$ cat src/rtl/audio_slot_scheduler.sv
// audio_slot_scheduler: time-slot scheduler that interleaves four 8-bit DAC
// sources in weighted slots per frame. Each source has a shadow config
// {en, weight} that is copied into the active set only at frame boundaries.
// Optional build macro: SCHED_FIXED_SLOTS_EN (all four sources always keep
// their slots in index order; disabled sources emit silent, invalid slots).
module audio_slot_scheduler (
   input  logic       clkdac,
   input  logic       rst_n,
   input  logic       cfg_we,
   input  logic [1:0] cfg_addr,
   input  logic [2:0] cfg_data,
   input  logic [7:0] src0,
   input  logic [7:0] src1,
   input  logic [7:0] src2,
   input  logic [7:0] src3,
   output logic [7:0] sample_out,
   output logic [1:0] src_sel,
   output logic       slot_valid,
   output logic       frame_start
);

   localparam int unsigned NSRC = 4;
   localparam int unsigned SW   = 8;
   localparam int unsigned IW   = 2;
   localparam int unsigned WW   = 2;

   typedef struct packed {
      logic          en;
      logic [WW-1:0] weight;
   } cfg_t;

   typedef enum logic {IDLE, RUN} state_t;

   localparam cfg_t CFG_RST = '{en: 1'b1, weight: '0};

   state_t               state_q, state_d;
   cfg_t [NSRC-1:0]      shadow_q;
   cfg_t [NSRC-1:0]      active_q, active_d;
   logic [IW-1:0]        cur_q, cur_d;
   logic [WW-1:0]        cnt_q, cnt_d;
   logic                 first_q, first_d;
   logic [SW-1:0]        sample_d;
   logic [IW-1:0]        sel_d;
   logic                 valid_d, fs_d;
   logic [SW-1:0]        src_cur;

`ifndef SCHED_FIXED_SLOTS_EN
   logic [IW:0]          nxt_pick;
   logic [IW:0]          new_pick;

   // Lowest enabled index >= start in a config set; MSB flags "found".
   function automatic logic [IW:0] pick_from(input cfg_t [NSRC-1:0] set,
                                             input int unsigned start);
      logic [IW:0] res;
      res = '0;
      for (int unsigned i = NSRC; i > 0; i--) begin
         if ((i - 1) >= start && set[i-1].en) res = {1'b1, IW'(i - 1)};
      end
      return res;
   endfunction

   // Candidate successors: next source in this frame, first of next frame.
   always_comb begin
      nxt_pick = pick_from(active_q, 32'(cur_q) + 32'd1);
      new_pick = pick_from(shadow_q, 32'd0);
   end
`endif

   // Sample mux for the source currently owning the slot.
   always_comb begin
      case (cur_q)
         2'd0:    src_cur = src0;
         2'd1:    src_cur = src1;
         2'd2:    src_cur = src2;
         default: src_cur = src3;
      endcase
   end

   // Next-state and output logic.
   always_comb begin
      state_d  = state_q;
      active_d = active_q;
      cur_d    = cur_q;
      cnt_d    = cnt_q;
      first_d  = 1'b0;
      sample_d = '0;
      sel_d    = src_sel;
      valid_d  = 1'b0;
      fs_d     = 1'b0;

      case (state_q)
         RUN: begin
            sel_d = cur_q;
            fs_d  = first_q;
`ifdef SCHED_FIXED_SLOTS_EN
            valid_d  = active_q[cur_q].en;
            sample_d = active_q[cur_q].en ? src_cur : '0;
            if (cnt_q != '0) begin
               cnt_d = WW'(cnt_q - WW'(1));
            end else if (cur_q != IW'(NSRC - 1)) begin
               cur_d = IW'(cur_q + IW'(1));
               cnt_d = active_q[IW'(cur_q + IW'(1))].weight;
            end else begin
               active_d = shadow_q;
               cur_d    = '0;
               cnt_d    = shadow_q[0].weight;
               first_d  = 1'b1;
            end
`else
            valid_d  = 1'b1;
            sample_d = src_cur;
            if (cnt_q != '0) begin
               cnt_d = WW'(cnt_q - WW'(1));
            end else if (nxt_pick[IW]) begin
               cur_d = nxt_pick[IW-1:0];
               cnt_d = active_q[nxt_pick[IW-1:0]].weight;
            end else begin
               active_d = shadow_q;
               if (new_pick[IW]) begin
                  cur_d   = new_pick[IW-1:0];
                  cnt_d   = shadow_q[new_pick[IW-1:0]].weight;
                  first_d = 1'b1;
               end else begin
                  state_d = IDLE;
               end
            end
`endif
         end
         IDLE: begin
            active_d = shadow_q;
`ifdef SCHED_FIXED_SLOTS_EN
            state_d = RUN;
            cur_d   = '0;
            cnt_d   = shadow_q[0].weight;
            first_d = 1'b1;
`else
            if (new_pick[IW]) begin
               state_d = RUN;
               cur_d   = new_pick[IW-1:0];
               cnt_d   = shadow_q[new_pick[IW-1:0]].weight;
               first_d = 1'b1;
            end
`endif
         end
      endcase
   end

   // State, config and output registers.
   always_ff @(posedge clkdac or negedge rst_n) begin
      if (!rst_n) begin
         state_q     <= RUN;
         shadow_q    <= {NSRC{CFG_RST}};
         active_q    <= {NSRC{CFG_RST}};
         cur_q       <= '0;
         cnt_q       <= '0;
         first_q     <= 1'b1;
         sample_out  <= '0;
         src_sel     <= '0;
         slot_valid  <= 1'b0;
         frame_start <= 1'b0;
      end else begin
         state_q     <= state_d;
         active_q    <= active_d;
         cur_q       <= cur_d;
         cnt_q       <= cnt_d;
         first_q     <= first_d;
         sample_out  <= sample_d;
         src_sel     <= sel_d;
         slot_valid  <= valid_d;
         frame_start <= fs_d;
         if (cfg_we) shadow_q[cfg_addr] <= cfg_t'(cfg_data);
      end
   end

endmodule
$ cat config.mk
export PLATFORM = sky130hd
export DESIGN_NAME = audio_slot_scheduler
export DESIGN_NICKNAME = d
export VERILOG_FILES = /design/src/rtl/audio_slot_scheduler.sv
export SDC_FILE = /design/constraint.sdc
export NUM_CORES = 1
export LEC_CHECK = 0
export ABC_AREA = 1
export ABC_CLOCK_PERIOD_IN_PS = 1700
export CORE_ASPECT_RATIO = 1.1
export CORE_MARGIN = 1.5
export CORE_UTILIZATION = 34
export DETAILED_ROUTE_END_ITERATION = 12
export SETUP_SLACK_MARGIN = 0.15
export SLEW_MARGIN = 20
export SYNTH_ARGS = -nofsm -noshare
export SYNTH_HDL_FRONTEND = slang
export SYNTH_SLANG_ARGS = --single-unit
export TNS_END_PERCENT = 30
$ cat constraint.sdc
create_clock -name clkdac -period 1.7 [get_ports clkdac]
set_input_delay 0.17 -clock clkdac [delete_from_list [all_inputs] [get_ports clkdac]]
set_output_delay 0.17 -clock clkdac [all_outputs]
set_load 0.01 [all_outputs]
==> out/metrics.cfg <==
[outcome]
outcome = finished clean

[cts]
cts_buffers = 5
cts_root_buffer = clkbuf_8
cts_tree = yes
cts.sinks = 41
htree_num_levels = 2
clockBufferDepth = 2
cts.reportedPaths.clkPinSlew_ps = 80
clock_latency_ps = 290

[place]
gp_congestion = 0.764
io_buffers = 51
dp.cells = 395
dp_hpwl_um = 3630

[floorplanning]
coreArea_um2 = 6120
start_util_pct = 34.8
die_y_um = 86.0
rows = 30
dieArea_um2 = 6740
die_w_um = 78.4
io_pins = 52

[synthesis]
synthMuxAreaShare_pct = 0.706
synthAdderAreaFrac_pct = 0
syn_nets = 300
yosys.area_share.xor_xnor_pct = 0
syn_area_um2 = 2130
synthSimpleGateAreaFrac_pct = 26.6
avgSynthCellArea_um2 = 8.18
synth_top_family_by_area = simple AND/OR/NAND/NOR gates
synthDistinctLibCells = 28
ys_ff_latch = 41
ys_seq_area_share_pct = 48.8
syn_inst = 260
ys_warn_count = 0
synth_compound_area_share_pct = 14.4

[worst_setup_path]
path_max_fanout = 20
cp-end-kind = register
cp_num_buf_inv = 0
crit_type = register to register
r2r_start = active_q[11]
worst_path_dominant_cell_family = flip-flops
critPathMaxStageDelay_ps = 580
cp.required_ps = 1920
critPathLaunchType = register
slowest_stage = dfstp_2
r2r_end = active_q[11]
rr_worst_depth = 5
rrSetupSlack_ps = 220
arrival_ps = 1700
path_cells = nand2_1 > nand3_2 > nand2_2 > nand2_8 > mux2_4

[finish]
nets = 370
syn2layout_area_growth_pct = 42.7
fin_cells = 411
drive_gt1_share_pct = 23.0
fillers = 595
antenna-diode-count = 0
fin_util_pct = 49.6

[sta]
hold_viol_final = 0
fmax_mhz = 676
rsz0062_at_grt = true
finalCritPeriodShare_pct = 87.0
tns_ps = 0
slew_violations = 0
finalClockSkew_ps = 4.50
worst_pin_slew_ps = 533
setup_viol = 0
post-route-min-period_ps = 1480
slew_headroom_pct = 64.5

[drt]
drt_iter0_drc = 82
wl_um = 5170
wire_per_inst_um = 12.6
drc = 0
antenna_left = 0
first_pass_iters = 5
vias = 1914
via_per_inst = 4.66

[power]
clkPwrFrac_pct = 15.7
p_sw_share_pct = 39.9
p_leak_nw = 1.43
seq_power_share_pct = 31.7
p_int_mw = 3.11
ir_drop_mv = 0.708
power.density_nw_per_um2 = 1700
p_switching_mw = 2.06
comb_power_share_pct = 52.6

[worst_hold_path]
hold_class = input port to register
min_path_cells = 3
min_from = cfg_data[2]
hold_end = shadow_q[11]

[global_routing]
antenna_found_initial = 0
grt_pass1_wl_um = 8700
grt_pass1_vias = 1889
gr-total-overflow = 0
track_usage_pct = 16.3
grt_max_degree = 42

[run]
maxCapViolations = 0

[cell type report]
cell class | instances | area [um2] | area share, %
sequential | 41 | 1040 | 34.3
multi-input combinational | 173 | 982 | 32.4
timing repair buffer | 69 | 647 | 21.3
inverter | 40 | 150 | 4.95
tap | 80 | 100 | 3.30
clock buffer | 7 | 86.3 | 2.84
clock inverter | 1 | 30.0 | 0.989
[per-stage QoR]
stage | instance area [um2] | setup slack (ps) | hold slack, ps | power (mW)
3_5_place_dp | 2750 | 87.2 | 270 | 4.09
4_1_cts | 2900 | 156 | 453 | 4.94
2_1_floorplan | 2130 | 249 | -126 | 3.31
5_1_grt | 3040 | 116 | 493 | 5.61
6_report | 3040 | 221 | 459 | 5.17
3_3_place_gp | 2750 | 152 | 270 | 4.06
[power by group through the flow]
| stage | logic (mW) | clock network, mW | registers (mW) |
|---|---|---|---|
| 2_1_floorplan | 1.66 | 0 | 1.66 |
| 3_3_place_gp | 2.42 | 0 | 1.63 |
| 3_5_place_dp | 2.45 | 0 | 1.64 |
| 4_1_cts | 2.48 | 0.840 | 1.63 |
| 5_1_grt | 3.06 | 0.880 | 1.68 |
| 6_report | 2.72 | 0.812 | 1.64 |
[kinds of logic (layout without fill, tap and decap cells)]
logic type / Yosys count / in the layout
compound gates: 49 / 49
buf+inv: 46 / 117
flops: 41 / 41
mux: 1 / 1
simple gates: 123 / 123
[tightest hold or removal path, delay by kind of cell]
kind	cells	cell delay, ps
buffers and inverters	2	480
AO/OA/AOI/OAI	1	90
[synthesized netlist by cell type (all sizes together)]
| library cell | n | area share [%] |
|---|---|---|
| clkbuf | 1 | 0.18 |
| inv | 40 | 7.1 |
| nor2 | 15 | 3.1 |
| nand4 | 1 | 0.29 |
| nand2 | 70 | 13 |
| a221oi | 1 | 0.41 |
| nand3b | 1 | 0.35 |
| or2 | 2 | 0.59 |
| o21ai | 34 | 9.4 |
| dfrtp | 32 | 38 |
| a21oi | 5 | 1.4 |
| o211ai | 8 | 2.8 |
| nand3 | 34 | 8.8 |
| a22oi | 1 | 0.35 |
| mux2 | 1 | 0.71 |
| dfstp | 9 | 11 |
| buf | 5 | 2.4 |
[routing by layer]
metal  part of all wire, %  GRT usage, %  routed length [um]
met5                     0             0                   0
met4                   2.1          5.03                 106
met3                   5.9          3.94                 305
met2                    49          29.3                2510
met1                    43          19.1                2240
[flip-flops by register name, summed over array words and instances, names as in the netlist]
| name | count |
|---|---|
| state_q | 1 |
| shadow_q | 12 |
| cnt_q | 2 |
| slot_valid | 1 |
| first_q | 1 |
| src_sel | 2 |
| sample_out | 8 |
| frame_start | 1 |
| cur_q | 2 |
| active_q | 11 |
[worst max-delay path by stage]
stage | slack (ps) | startpoint | endpoint | cells past startpoint
2_1_floorplan | 250 | cur_q[1] | cnt_q[0] | 11
3_3_place_gp | 150 | shadow_q[11] | cnt_q[0] | 9
3_5_place_dp | 90 | shadow_q[8] | cnt_q[0] | 9
4_1_cts | 160 | cur_q[0] | cnt_q[1] | 10
5_1_grt | 120 | shadow_q[8] | cnt_q[0] | 11
6_report | 220 | active_q[11] | active_q[11] | 5
[timing repair]
action / CTS / global route
pin swaps: 1 / 16
hold buffers: 1 / 0
buffers inserted: 1 / 6
setup endpoints to repair: 1 / 6
endpoints found under the hold margin: 32 / 0
resized for setup: 4 / 26
[cells in the final DEF, fill, tap and decap left out, types with 2 or more instances in the layout]
master,n
dfrtp_2,2
nand3_2,8
clkbuf_8,6
nor2_2,3
buf_4,16
nand2_1,60
clkdlybuf4s50_1,50
dfstp_2,9
o21ai_0,24
o21ai_2,8
nand3_1,25
inv_2,4
a21oi_1,4
nor2_1,9
nor2_4,3
o21ai_1,2
nand2_2,4
o211ai_1,8
inv_1,36
dfrtp_1,30
nand2_4,5
Note: power is estimated with default switching activity, not from simulation.
